`src/rtl/mux_pkg.sv`:
```
// mux_pkg: shared defaults and channel-index width helper for rr_arb_mux.
package mux_pkg;
   localparam int WIDTH_DEF = 32;
   localparam int NCH_DEF = 4;
   function automatic int chw(input int n);
      return (n > 1) ? $clog2(n) : 1;
   endfunction
endpackage

```
`src/rtl/rr_arb_mux_arbiter.sv`:
```
// rr_arbiter: round-robin grant starting one past last_grant, wrapping; one-hot grant plus index.
module rr_arbiter #(
   parameter int NCH = 4,
   parameter int CHW = 2
) (
   input  logic [NCH-1:0] req,
   input  logic [CHW-1:0] last_grant,
   input  logic           enable,
   output logic [NCH-1:0] grant,
   output logic [CHW-1:0] grant_idx
);
   logic           w_found;
   logic [CHW-1:0] w_j;
   always_comb begin
      w_found = 1'b0;
      w_j = '0;
      grant_idx = '0;
      for (int k = 1; k <= NCH; k++) begin
         w_j = CHW'((int'(last_grant) + k) % NCH);
         if (!w_found && req[w_j]) begin
            w_found = 1'b1;
            grant_idx = w_j;
         end
      end
      grant = (enable && w_found) ? NCH'(1) << grant_idx : '0;
   end
endmodule

```
`src/rtl/rr_arb_mux.sv`:
```
// rr_arb_mux: round-robin NCH:1 mux with 1-cycle registered output.
// RR_ARB_MUX_SKID_EN adds a 2-entry skid buffer so in_ready never depends on out_ready.
module rr_arb_mux
   import mux_pkg::*;
#(
   parameter int WIDTH = WIDTH_DEF,
   parameter int NCH = NCH_DEF,
   localparam int CHW = chw(NCH)
) (
   input  logic                 clk,
   input  logic                 rst,
   input  logic [NCH*WIDTH-1:0] in_data,
   input  logic [NCH-1:0]       in_valid,
   output logic [NCH-1:0]       in_ready,
   output logic [WIDTH-1:0]     out_data,
   output logic [CHW-1:0]       out_ch,
   output logic                 out_valid,
   input  logic                 out_ready
);
   logic [CHW-1:0]   r_last;
   logic [CHW-1:0]   w_idx;
   logic [NCH-1:0]   w_grant;
   logic             w_enable;
   logic             w_xfer;
   logic [WIDTH-1:0] w_sel;

   rr_arbiter #(.NCH(NCH), .CHW(CHW)) u_arb (
      .req(in_valid),
      .last_grant(r_last),
      .enable(w_enable),
      .grant(w_grant),
      .grant_idx(w_idx)
   );

   assign in_ready = w_grant;
   assign w_xfer = |w_grant;
   assign w_sel = in_data[w_idx*WIDTH +: WIDTH];

   // Priority only advances on a real transfer, never on a stalled grant
   always_ff @(posedge clk)
      if (rst) r_last <= CHW'(NCH - 1);
      else if (w_xfer) r_last <= w_idx;

`ifdef RR_ARB_MUX_SKID_EN
   logic [1:0][CHW+WIDTH-1:0] r_sk;
   logic [1:0]                r_sk_cnt;
   logic                      w_load;
   logic                      w_from_sk;
   logic                      w_to_sk;

   assign w_enable = !rst && r_sk_cnt != 2'd2;
   assign w_load = !out_valid || out_ready;
   assign w_from_sk = w_load && r_sk_cnt != 2'd0;
   assign w_to_sk = w_xfer && !(w_load && r_sk_cnt == 2'd0);

   // Output register refills from the skid head first to keep arrival order
   always_ff @(posedge clk)
      if (rst) begin
         out_valid <= 1'b0;
         out_data <= '0;
         out_ch <= '0;
         r_sk_cnt <= 2'd0;
      end else begin
         if (w_from_sk) {out_ch, out_data} <= r_sk[0];
         else if (w_load && w_xfer) {out_ch, out_data} <= {w_idx, w_sel};
         if (w_load) out_valid <= w_from_sk || w_xfer;
         if (w_from_sk) r_sk[0] <= r_sk[1];
         if (w_to_sk) r_sk[r_sk_cnt[0] & !w_from_sk] <= {w_idx, w_sel};
         r_sk_cnt <= r_sk_cnt + {1'b0, w_to_sk} - {1'b0, w_from_sk};
      end
`else
   assign w_enable = !rst && (!out_valid || out_ready);

   always_ff @(posedge clk)
      if (rst) begin
         out_valid <= 1'b0;
         out_data <= '0;
         out_ch <= '0;
      end else if (w_xfer) begin
         out_data <= w_sel;
         out_ch <= w_idx;
         out_valid <= 1'b1;
      end else if (out_ready) begin
         out_valid <= 1'b0;
      end
`endif
endmodule

```
`config.mk`:
```
export PLATFORM = sky130hd
export DESIGN_NAME = rr_arb_mux
export DESIGN_NICKNAME = d
export VERILOG_FILES = /design/src/rtl/mux_pkg.sv /design/src/rtl/rr_arb_mux_arbiter.sv /design/src/rtl/rr_arb_mux.sv
export SDC_FILE = /design/constraint.sdc
export NUM_CORES = 1
export LEC_CHECK = 0
export CELL_PAD_IN_SITES_DETAIL_PLACEMENT = 1
export CELL_PAD_IN_SITES_GLOBAL_PLACEMENT = 2
export CORE_ASPECT_RATIO = 1.4
export CORE_MARGIN = 1.5
export CORE_UTILIZATION = 20
export CTS_BUF_LIST = sky130_fd_sc_hd__clkbuf_16
export CTS_CLUSTER_SIZE = 30
export DETAILED_ROUTE_END_ITERATION = 6
export PLACE_DENSITY_LB_ADDON = 0.25
export SETUP_SLACK_MARGIN = 0.02
export SYNTH_ARGS = -nofsm -noshare
export SYNTH_HDL_FRONTEND = slang
export SYNTH_SLANG_ARGS = --single-unit
export TNS_END_PERCENT = 50
```
`constraint.sdc`:
```
create_clock -name clk -period 3 [get_ports clk]
set_input_delay 0.75 -clock clk [delete_from_list [all_inputs] [get_ports clk]]
set_output_delay 0.75 -clock clk [all_outputs]
set_load 0.02 [all_outputs]
```
==> flow_summary.ini, run 1 <==
[status]
outcome = finished clean

[clock_network]
cts-root-buf = clkbuf_16
numCtsBuffers = 5
clock-sinks = 37
clk_transition_reported_paths_ps = 60
clock_tree.buffer_depth = 2
tritoncts_clock_tree = built
htree_num_levels = 2
insertion_delay_ps = 280
postCtsHoldBufs = 0

[cells_and_area]
area_delta_synth_final_pct = 79.9
antenna_cells_inserted = 0
finalInstanceArea_sq_mm = 0.00494
count_of_nets_after_finishing = 677
finalNonFillerCells = 724
final_layout_size_suffix_gt1_frac = 0.0923

[global_route]
first_global_vias = 4102
grt_max_degree = 63
grt_antenna_before_repair = 0
total_routing_usage_gr = 0.185
grt_pass1_wl_um = 20900
grt_overflow_total = 0

[worst_setup_path]
cp.arrival_ps = 2170
worst_path_largest_cell_delay_ps = 530
crit_required_ps = 2250
cp_common_cell = buf_4
top_family_by_delay_on_critical_path = simple AND/OR/NAND/NOR gates
crit_path_cell_trace = dlygate4sd2_1 > buf_4 > or4_4 > nand2_4 > nor2_2 > and3_1 > buf_4
critical_path_class = in -> out
setup.worst_path.start_class = input port
worst-path-buf-inv = 3
worst_setup_ep_type = primary output
worstPathMaxFanout = 6
slowest_cp_cell = or4_4

[synth]
synth_nets = 511
synthesis.area_sq_mm = 0.00275
synth.distinct_cells = 37
synth.avg_cell_area_sq_um = 7.30
ys_seq_area_frac = 0.270
postSynthRegisterBits = 37
synthCells = 376
synth.yosys.warnings = 0

[flow_run]
max_cap_violations = 0

[floorplanning]
std_cell_rows = 50
core_area_sq_mm = 0.0134
die_height_um = 142
design.die.area_sq_mm = 0.0144
die_width_um = 102
io_pins = 174
initial_core_util = 0.205

[detailed_routing]
detailedRoute.firstPassIterationCount = 4
drt.antenna.violating_nets = 0
routed_wire_length_per_instance_um = 18.7
routed_via_density = 5.12
routed_wirelength_um = 13500
initialDrtViolationCount = 90
drc_errors = 0
detailroute.via_count = 3709

[power]
ir_worst_vdd_v = 0.000191
p_per_area_mw_per_mm2 = 417
totalPowerFinal_w = 0.00206
power.static_leakage_nw = 1.75

[timing]
timing.slew.headroom = 0.483
totalNegativeSetupSlack_ps = 0
setup_viol = 0
min_period_ps = 2920
grt_setup_unrepaired = false
final.period_utilization = 0.974
whs_ps = 465
hold_violations = 0
fin_worst_skew_ps = 6.91
maxSlewViolCount = 0
fmax_mhz = 342
tightestPinTransition_ps = 776

[place]
gpl.final_weighted_congestion = 0.775
dp.cells = 717
placed_area_sq_mm = 0.00480
post_dp_hpwl_um = 8970
portBuffers = 173

[hold_path]
holdCritPathClass = reg -> reg
## worst register-to-register path: cells and delay by family (launching register included)
kind / cells / cell delay [ps]
AO/OA/AOI/OAI: 4 / 760
AND/OR/NAND/NOR: 1 / 140
flip-flops: 1 / 500
buffers and inverters: 2 / 770
## flip-flops by register name, indices dropped and copies added, names as in the netlist
name,flops
out_valid,1
out_data,32
r_last,2
out_ch,2
## stage by stage
stage | utilization | setup WS (ps)
floorplan | - | 430
global route | 0.369 | 25.6
CTS | 0.369 | 28.8
finish | 0.369 | 78.5
global placement | 0.359 | -599
detailed placement | 0.359 | -618
## layer usage
metal | vias to the layer above | GRT usage | routed length [um]
met2 | 109 | 0.366 | 7340
met1 | 1809 | 0.191 | 5270
met4 | 0 | 0.0678 | 392
met5 | - | 0 | 0
li1 | 1767 | - | -
met3 | 24 | 0.0266 | 545
## cell type report
type | instances | area [sq um]
timing repair buffer | 200 | 2000
multi-input combinational | 297 | 1840
clock inverter | 2 | 7.51
clock buffer | 5 | 125
sequential | 37 | 741
inverter | 1 | 3.75
tap | 182 | 228
fill | 1628 | 8450
## where the power goes
part | switching [W] | internal (W) | total, W
clock network | 0.000204 | 0.000298 | 0.000502
logic | 0.000484 | 0.000471 | 0.000956
registers | 0.0000473 | 0.000554 | 0.000601
total | 0.000736 | 0.00132 | 0.00206
## path summary, 6_finish.rpt
kind / from / slack (ps) / cells after the start / endpoint
hold reg to reg: out_ch[1] / 460 / 2 / out_ch[1]
hold / removal: out_ch[1] / 460 / 2 / out_ch[1]
setup reg to reg: r_last[1] / 780 / 7 / out_data[10]
setup / recovery: in_valid[1] / 80 / 7 / in_ready[0]
## logic make-up (layout without fill, tap and decap cells)
family / count (synthesis) / after routing / share of synthesized area
AOI/OAI and AO/OA: 203 / 203 / 0.487
muxes: 3 / 3 / 0.0109
DFF: 37 / 37 / 0.270
buffers and inverters: 42 / 208 / 0.0747
and+or+nand+nor: 91 / 91 / 0.158
## synth_stat cells, drive strengths merged
master	instances	area share
a21boi	1	0.0027
a21o	1	0.0027
a21oi	36	0.071
a22oi	31	0.085
a2bb2oi	1	0.0032
a31oi	1	0.0023
a32oi	31	0.099
and2	1	0.0032
and3	4	0.0091
and3b	1	0.0032
buf	17	0.041
clkbuf	24	0.033
clkinv	1	0.0014
dfxtp	37	0.27
mux2i	3	0.011
nand2	41	0.057
nand2b	1	0.0023
nand3	33	0.062
nor2	6	0.010
nor2b	2	0.0046
o211a	1	0.0036
o21a	31	0.085
o21ai	65	0.12
o21ba	1	0.0036
o21bai	1	0.0027
o221ai	1	0.0032
o2bb2ai	1	0.0032
or2	1	0.0023
or4	1	0.0041
## timing repair
item | in CTS | in global routing
setup endpoints to repair | 4 | 4
resized for setup | 25 | 2
buffers inserted | 0 | 0
pin swaps | 2 | 2
## placed cells by master, fill, tap and decap left out, drive strengths merged, types with 2 or more instances in the layout
cell type / Yosys / routed
nor2: 6 / 6
dfxtp: 37 / 37
and3: 4 / 4
clkdlybuf4s50: 0 / 165
nor2b: 2 / 2
clkbuf: 24 / 5
a22oi: 31 / 31
nand2: 41 / 41
o21a: 31 / 31
nand3: 33 / 33
buf: 17 / 31
o21ai: 65 / 65
dlygate4sd2: 0 / 3
a21oi: 36 / 36
clkinv: 1 / 2
a32oi: 31 / 31
mux2i: 3 / 3
No activity file was read; power rests on OpenSTA's default activity.
==> run 2, diff against run 1 <==
--- a/config.mk
+++ b/config.mk
@@ -13,6 +13,7 @@
 export CTS_BUF_LIST = sky130_fd_sc_hd__clkbuf_16
 export CTS_CLUSTER_SIZE = 30
 export DETAILED_ROUTE_END_ITERATION = 6
+export HOLD_SLACK_MARGIN = 0.05
 export PLACE_DENSITY_LB_ADDON = 0.25
 export SETUP_SLACK_MARGIN = 0.02
 export SYNTH_ARGS = -nofsm -noshare
==> results of run 2 <==
Same layout as run 1: the final DEF is identical, and so are final timing and power.
